File: config.mk
export PLATFORM = sky130hd
export DESIGN_NAME = alarm_siren_ctrl
export DESIGN_NICKNAME = d
export VERILOG_FILES = /design/src/rtl/alarm_siren_ctrl.sv
export SDC_FILE = /design/constraint.sdc
export NUM_CORES = 1
export LEC_CHECK = 0
export BUFFER_PORTS_ARGS = -buffer_cell sky130_fd_sc_hd__buf_4
export CORE_MARGIN = 2
export CORE_UTILIZATION = 50
export CTS_CLUSTER_DIAMETER = 200
export DETAILED_ROUTE_END_ITERATION = 16
export GPL_ROUTABILITY_DRIVEN = 0
export PLACE_DENSITY = 0.7
export SLEW_MARGIN = 20
export SYNTH_ARGS = -nofsm -noshare
export SYNTH_HDL_FRONTEND = slang
export SYNTH_SLANG_ARGS = --single-unit
export TNS_END_PERCENT = 5
File: constraint.sdc
create_clock -name clk -period 2.85 [get_ports clk]
set_clock_uncertainty 0.1 [all_clocks]
set_input_delay 0.57 -clock clk [delete_from_list [all_inputs] [get_ports clk]]
set_output_delay 0.57 -clock clk [all_outputs]
set_load 0.005 [all_outputs]
File: src/rtl/alarm_siren_ctrl.sv
// Alarm sequencer: exit delay, entry delay, timed siren and a sticky trip latch.
// Optional delay chirp on beep is enabled by defining ALARM_CHIRP_EN.
module alarm_siren_ctrl #(
  parameter int unsigned EXIT_CYCLES  = 16,
  parameter int unsigned ENTRY_CYCLES = 8,
  parameter int unsigned SIREN_CYCLES = 32,
  parameter int unsigned CNT_W        = 8
) (
  input  logic clk,
  input  logic reset,
  input  logic alarm_set,
  input  logic alarm,
  input  logic secure,
  input  logic ack,
  output logic armed,
  output logic exit_pending,
  output logic entry_pending,
  output logic siren,
  output logic tripped,
  output logic beep
);

  typedef enum logic [2:0] {
    StDisarmed,
    StExitDelay,
    StArmed,
    StEntryDelay,
    StSounding,
    StSilenced
  } state_e;

  localparam logic [CNT_W-1:0] ExitLoad  = CNT_W'(EXIT_CYCLES - 1);
  localparam logic [CNT_W-1:0] EntryLoad = CNT_W'(ENTRY_CYCLES - 1);
  localparam logic [CNT_W-1:0] SirenLoad = CNT_W'(SIREN_CYCLES - 1);

  state_e           state_q, state_d;
  logic [CNT_W-1:0] cnt_q, cnt_d;
  logic             alarm_q;
  logic             tripped_d;
  logic             rise;
  logic             cnt_zero;

  assign rise     = alarm & ~alarm_q;
  assign cnt_zero = (cnt_q == '0);

  always_comb begin
    state_d   = state_q;
    cnt_d     = '0;
    tripped_d = tripped;
    // Disarm outranks every timer expiry and alarm edge.
    if (state_q != StDisarmed && !alarm_set) begin
      state_d = StDisarmed;
    end else begin
      unique case (state_q)
        StDisarmed: begin
          if (ack) tripped_d = 1'b0;
          if (alarm_set) begin
            state_d = StExitDelay;
            cnt_d   = ExitLoad;
          end
        end
        StExitDelay: begin
          if (!cnt_zero) begin
            cnt_d = cnt_q - 1'b1;
          end else if (secure) begin
            state_d = StArmed;
          end else begin
            cnt_d = ExitLoad;
          end
        end
        StArmed: begin
          if (alarm) begin
            state_d = StEntryDelay;
            cnt_d   = EntryLoad;
          end
        end
        StEntryDelay: begin
          if (!cnt_zero) begin
            cnt_d = cnt_q - 1'b1;
          end else begin
            state_d   = StSounding;
            cnt_d     = SirenLoad;
            tripped_d = 1'b1;
          end
        end
        StSounding: begin
          if (!cnt_zero) cnt_d = cnt_q - 1'b1;
          else           state_d = StSilenced;
        end
        StSilenced: begin
          if (rise) begin
            state_d = StSounding;
            cnt_d   = SirenLoad;
          end
        end
        default: state_d = StDisarmed;
      endcase
    end
  end

  // Outputs are registered from the next state so they line up with state_q.
  always_ff @(posedge clk) begin
    if (reset) begin
      state_q       <= StDisarmed;
      cnt_q         <= '0;
      alarm_q       <= 1'b0;
      tripped       <= 1'b0;
      armed         <= 1'b0;
      exit_pending  <= 1'b0;
      entry_pending <= 1'b0;
      siren         <= 1'b0;
    end else begin
      state_q       <= state_d;
      cnt_q         <= cnt_d;
      alarm_q       <= alarm;
      tripped       <= tripped_d;
      armed         <= (state_d == StArmed) || (state_d == StEntryDelay) ||
                       (state_d == StSounding) || (state_d == StSilenced);
      exit_pending  <= (state_d == StExitDelay);
      entry_pending <= (state_d == StEntryDelay);
      siren         <= (state_d == StSounding);
    end
  end

`ifdef ALARM_CHIRP_EN
  always_ff @(posedge clk) begin
    if (reset) beep <= 1'b0;
    else       beep <= ((state_d == StExitDelay) || (state_d == StEntryDelay)) & ~cnt_d[0];
  end
`else
  assign beep = 1'b0;
`endif

endmodule

==> results of run 1 <==
-- cells by family (layout without fill, tap and decap cells) --
logic type	Yosys count	in the layout
compound gates	19	19
xor+xnor	6	6
fa+ha+maj	2	2
buf+inv	8	17
flops	17	17
other cells	1	1
simple gates	49	49
-- per-layer routing --
layer	part of all wire, %	wire, µm	up-vias
li1	-	-	366
met1	47	787	319
met2	48	809	14
met3	3.5	58	4
met4	1.5	25	0
met5	0	0	-
-- final cells by class --
type	count	share of cell area (%)
multi-input combinational	77	52.33
sequential	17	33.42
timing repair buffer	10	7.371
tap	25	3.071
clock buffer	3	2.211
inverter	3	1.106
clock inverter	1	0.4914
-- through the flow --
stage,util [%],instances,area [µm²]
finish,58.99,136,1018
global route,58.99,136,1018
CTS,58.99,136,1018
detailed placement,57.39,132,991.0
global placement,57.39,132,991.0
floorplan,-,102,923.4
-- state kept, by name, summed over array words and instances (netlist names) --
register and count:
cnt_q 8, state_q 3, alarm_q 1, armed 1
entry_pending 1, exit_pending 1, siren 1, tripped 1
-- critical path, cell delays in order, from the launching register on --
cell and delay, ps:
dfxtp_1 330, inv_1 100, ha_1 150, nor3b_2 240
and2_1 350, o21ai_4 110, a2111oi_4 420, and2_1 180
-- power groups by stage --
stage	registers [µW]	logic [µW]	clock network [µW]
2_1_floorplan	283	189	0
3_3_place_gp	294	207	0
3_5_place_dp	295	209	0
4_1_cts	290	210	138
5_1_grt	293	236	145
6_report	290	209	134
-- cell usage in the layout (no fill, tap or decap), types with 2 or more instances in the layout --
cell	synthesis	routed
xor2_1	5	5
dfxtp_1	17	17
and2_1	2	2
and3_1	2	2
clkbuf_4	0	3
nand2_1	8	8
a2111oi_4	2	2
buf_4	1	10
o21ai_0	2	2
nor2_1	15	15
nand3_1	2	2
nand2b_1	6	6
nor2b_1	4	4
inv_1	3	3
a21oi_1	5	5
ha_1	2	2
a22oi_1	2	2
-- how the worst min path moves through the flow --
stage                                    from                    to  slack (ps)  cells after the start
after floorplan           cnt_q[7]$_SDFF_PP0_   cnt_q[7]$_SDFF_PP0_         400                      2
after global placement    cnt_q[7]$_SDFF_PP0_   cnt_q[7]$_SDFF_PP0_         430                      2
after detailed placement  cnt_q[7]$_SDFF_PP0_   cnt_q[7]$_SDFF_PP0_         450                      2
after CTS                                 ack  tripped$_SDFFE_PP0P_         350                      2
after global routing                      ack  tripped$_SDFFE_PP0P_         360                      2
final                                     ack  tripped$_SDFFE_PP0P_         360                      2
==> flow_summary_export.csv, run 1 <==
group,metric,value,unit
outcome,run_status,"finished, final reports clean",
worst_setup_path,crit_path_end_kind,"flip-flop",
layout,antenna_cells,0,
pwr,power.density,620.7,mW/mm²
synth,synth-adder-area-share,2.710,%
timing,setup_viol,0,
timing,hold_viol_final,0,
placed_design,hpwl,1.278,mm
layout,fillers,166,
pwr,power_frac_clock,21.1,%
synth,yosys.area_share.simple,29.95,%
timing,setup_ws,829.6,ps
worst_setup_path,rr_startpoint,"cnt_q[0]$_SDFF_PP0_",
synth,synth-compound-area-share,18.97,%
clock_network,cts_buffer_depth,2,
clock_network,root_buffer,"clkbuf_4",
grt,grtUsageTotal,18.25,%
synth,netlist.area_leader.share,36.86,%
worst_setup_path,cp_max_fo,7,
timing,fmax,494.9,MHz
clock_network,clk_pin_slew,110,ps
worst_setup_path,start_kind,"flip-flop",
synth,synthXorXnorAreaFrac,5.691,%
drt,drt-vias-per-instance,5.169,
synth,synthFlopType,"dfxtp_1",
worst_setup_path,rr_endpoint,"siren$_SDFF_PP0_",
worst_setup_path,crit_end,"siren$_SDFF_PP0_",
synth,syn_nets,110,
layout,nets,120,
synth,synth_top_family_by_area,"simple AND/OR/NAND/NOR gates",
synth,synthMuxAreaShare,0,%
pwr,switching_share,35.50,%
timing,tns,0,ps
synth,ys_ff_latch,17,
timing,rsz0062_at_grt,"no",
synth,synth-edff-count,0,
worst_setup_path,critPathRequiredTime,2990,ps
drt,num_vias,703,
floorplanning,rows,15,
drt,wl_per_cell,12.35,µm
synth,synth_common_cells,"17 x dfxtp_1, 15 x nor2_1, 8 x nand2_1",
grt,busiest_layer,"met2",
worst_setup_path,reg2reg_depth,7,
drt,dr.pass1.iters,4,
timing,post-route-period-util,70.89,%
drt,drc_errors,0,
synth,post-synth-top-count-cell,"dfxtp_1",
floorplanning,die-area,0.002207,mm²
worst_setup_path,startpoint,"cnt_q[0]$_SDFF_PP0_",
hold_path,hold_class,"primary input to flip-flop",
floorplanning,die_h,46.98,µm
pwr,finalPower,632.1,µW
worst_setup_path,path_class,"flip-flop to flip-flop",
synth,synthArstFlopShare,0,%
timing,layout_min_cycle_time,2020,ps
worst_setup_path,r2r_slack,830,ps
synth,ys_warn_count,0,
pwr,power_switching,224.4,µW
timing,fin_hold_ws,359.9,ps
grt,grt_pass1_vias,656,
floorplanning,fp.dieW,46.98,µm
pwr,comb_power_share,33.0,%
clock_network,insertion_delay,300,ps
drt,drt_iter0_drc,6,
synth,syn_avg_cell_area,9.053,µm²
grt,antenna_found_initial,0,
grt,met3_usage,5.000,%
pwr,vdd_drop_max,0.0003349,V
layout,multi_input_area,533.0,µm²
placed_design,pre_cts_ws,851.5,ps
layout,drive_gt1_share,18.92,%
synth,ys_top_cells_by_area,"dfxtp_1 37%, nor2_1 6.1%, a2111oi_4 6.0%",
drt,wl,1.680,mm
grt,grt_util_met2,29.59,%
pwr,intPower,407.7,µW
synth,yosysTopAreaCell,"dfxtp_1",
clock_network,cts_tree,"done",
drt,ant_nets,0,
clock_network,cts_htree_levels,1,
clock_network,numCtsBuffers,3,
placed_design,portBuffers,10,
layout,area_growth,10.30,%
grt,grt_pass1_wl,2.746,mm
synth,synthCells,102,
floorplanning,start_util,53.48,%
clock_network,cts_setup_buffers,0,
clock_network,ctsHoldBuffers,0,
job,maxCapViolCount,0,
clock_network,clkSinkCount,17,
worst_setup_path,cp_data_arrival_time,2160,ps
clock_network,post_cts_resized,0,
synth,syn-cell-area,923.4,µm²
floorplanning,io_pins,12,
layout,regArea,340.3,µm²
pwr,seq_power_share,45.8,%
timing,slew_violations,0,
grt,grt-ovfl-total,0,
synth,ys_seq_area_share,36.86,%
synth,yosysUniqueCellTypes,39,
grt,met1_usage,22.30,%
grt,grt_max_degree,13,
floorplanning,core_area,0.001727,mm²
pwr,power.leakage,0.0004009,µW
Note: power is estimated with default switching activity, not from simulation.
==> run 2: changes to the inputs <==
--- a/config.mk
+++ b/config.mk
@@ -7,11 +7,11 @@
 export LEC_CHECK = 0
 export BUFFER_PORTS_ARGS = -buffer_cell sky130_fd_sc_hd__buf_4
 export CORE_MARGIN = 2
-export CORE_UTILIZATION = 50
+export CORE_UTILIZATION = 49
 export CTS_CLUSTER_DIAMETER = 200
 export DETAILED_ROUTE_END_ITERATION = 16
 export GPL_ROUTABILITY_DRIVEN = 0
-export PLACE_DENSITY = 0.7
+export PLACE_DENSITY = 0.71
 export SLEW_MARGIN = 20
 export SYNTH_ARGS = -nofsm -noshare
 export SYNTH_HDL_FRONTEND = slang
==> constraint.sdc (replaced) <==
create_clock -name clk -period 1.8 [get_ports clk]
set_clock_uncertainty 0.1 [all_clocks]
set_input_delay 0.36 -clock clk [delete_from_list [all_inputs] [get_ports clk]]
set_output_delay 0.36 -clock clk [all_outputs]
set_load 0.005 [all_outputs]
==> flow_summary_export.csv, run 2 (synthesis results as in run 1) <==
group,metric,value,unit
floorplanning,rows,15,
outcome,run_status,"finished, final reports clean",
timing,tns,0,ps
layout,multi_input_area,576.8,µm²
timing,post-route-period-util,97.34,%
worst_setup_path,cp_max_fo,3,
layout,largest-register,"cnt_q",
drt,drt-vias-per-instance,5.129,
drt,num_vias,754,
drt,drt_iter0_drc,5,
floorplanning,core_area,0.001745,mm²
clock_network,cts_tree,"done",
hold_path,hold_path.startpoint,"ack",
clock_network,clkSinkCount,17,
layout,final_util,65.95,%
layout,top_regs,"cnt_q x8, state_q x3",
placed_design,dp.cells,142,
worst_setup_path,reg2reg_depth,8,
grt,antenna_found_initial,0,
worst_setup_path,cp_data_arrival_time,1900,ps
timing,setup_viol,0,
layout,fillers,173,
floorplanning,start_util,52.90,%
clock_network,numCtsBuffers,3,
layout,nets,131,
clock_network,cts_buffer_depth,2,
pwr,power.density,984.9,mW/mm²
worst_setup_path,crit_path_end_kind,"flip-flop",
drt,ant_nets,0,
grt,grtUsageTotal,18.18,%
hold_path,whs_endpoint,"tripped$_SDFFE_PP0P_",
grt,grt_pass1_wl,2.760,mm
pwr,vdd_drop_max,0.0006942,V
worst_setup_path,start_kind,"flip-flop",
clock_network,ctsHoldBuffers,0,
placed_design,portBuffers,10,
timing,layout_min_cycle_time,1752,ps
layout,area_growth,24.66,%
worst_setup_path,critPathRequiredTime,1950,ps
floorplanning,die-area,0.002248,mm²
layout,fin_cells,147,
worst_setup_path,r2r_slack,50,ps
layout,regArea,342.8,µm²
layout,antenna_cells,0,
worst_setup_path,path_class,"flip-flop to flip-flop",
worst_setup_path,startpoint,"cnt_q[1]$_SDFF_PP0_",
timing,slew_violations,0,
layout,largest_register_ffs,8,
clock_network,clk_pin_slew,110,ps
floorplanning,die_h,47.41,µm
timing,setup_ws,47.87,ps
job,maxCapViolCount,0,
layout,layout_common_cells,"20 x buf_4, 15 x nor2_1, 15 x dfxtp_1",
placed_design,hpwl,1.366,mm
floorplanning,io_pins,12,
hold_path,hold_depth,2,
hold_path,hold_class,"primary input to flip-flop",
pwr,power.leakage,0.0004647,µW
worst_setup_path,rr_startpoint,"cnt_q[1]$_SDFF_PP0_",
drt,wl_per_cell,12.24,µm
drt,wl,1.799,mm
placed_design,pre_cts_ws,-21.62,ps
floorplanning,fp.dieW,47.41,µm
clock_network,cts_htree_levels,1,
layout,drive_gt1_share,36.07,%
grt,grt_pass1_vias,669,
clock_network,root_buffer,"clkbuf_4",
timing,fin_hold_ws,145.7,ps
timing,fmax,570.7,MHz
grt,grt-ovfl-total,0,
drt,drc_errors,0,
timing,rsz0062_at_grt,"yes",
layout,final_common_cell,"buf_4",
worst_setup_path,rr_endpoint,"siren$_SDFF_PP0_",
clock_network,insertion_delay,300,ps
timing,hold_viol_final,0,
grt,grt_max_degree,12,
drt,dr.pass1.iters,4,
==> run 2: changes by cell type in the layout (fill, tap and decap cells not counted), moves of 2 or more <==
cell,previous run,this run
buf_4,10,20
dfxtp_1,17,15
dfxtp_2,0,2
inv_1,3,1
inv_2,0,2
==> run 2: worst max-delay path, stage by stage, from the launching register on <==
cell,delay [ps]
dfxtp_2,340
inv_2,70
ha_4,130
nor3b_4,220
buf_6,140
nand3_1,110
or2_2,310
a21oi_2,150
and2_1,130
==> run 2: repair_timing <==
item | 4_1_cts | 5_1_grt
endpoints found under the setup margin | 5 | 9
hold endpoints to repair | 0 | 0
setup buffers | 0 | 1
gates resized for setup | 2 | 14
pin swaps | 2 | 4
==> run 2: worst max-delay path by stage <==
stage	slack, ps	end	cells past startpoint
4_1_cts	6	cnt_q[3]$_SDFF_PP0_	8
6_report	50	siren$_SDFF_PP0_	8
2_1_floorplan	60	siren$_SDFF_PP0_	8
3_5_place_dp	-20	siren$_SDFF_PP0_	7
3_3_place_gp	70	siren$_SDFF_PP0_	7
5_1_grt	-40	siren$_SDFF_PP0_	7
==> run 2: layout make-up <==
type	count	share of cell area, %
well taps	25	2.717
clock buffers	3	1.957
multi-input cells	77	50.11
clock inverters	1	0.4348
inverters	3	0.9783
flip-flops and latches	17	29.78
repair buffers	21	14.02
==> run 2: report_power, final <==
| part | switching (µW) | internal, µW |
|---|---|---|
| Combinational | 233 | 237 |
| Clock | 130 | 82.9 |
| Sequential | 35.9 | 415 |
| Total | 398 | 735 |
==> run 2: through the flow <==
stage / area, µm² / power (µW)
5_1_grt: 1151 / 1201
2_1_floorplan: 923.4 / 748.5
3_5_place_dp: 1066 / 858.5
6_report: 1151 / 1134
3_3_place_gp: 1066 / 848.2
4_1_cts: 1101 / 1078
==> run 2: metal layers <==
metal	global-route usage [%]	vias to the layer above	wire [µm]
met5	0	-	0
met4	10.00	0	38
met3	3.396	5	46
met2	30.81	12	894
met1	21.53	347	821
li1	-	390	-
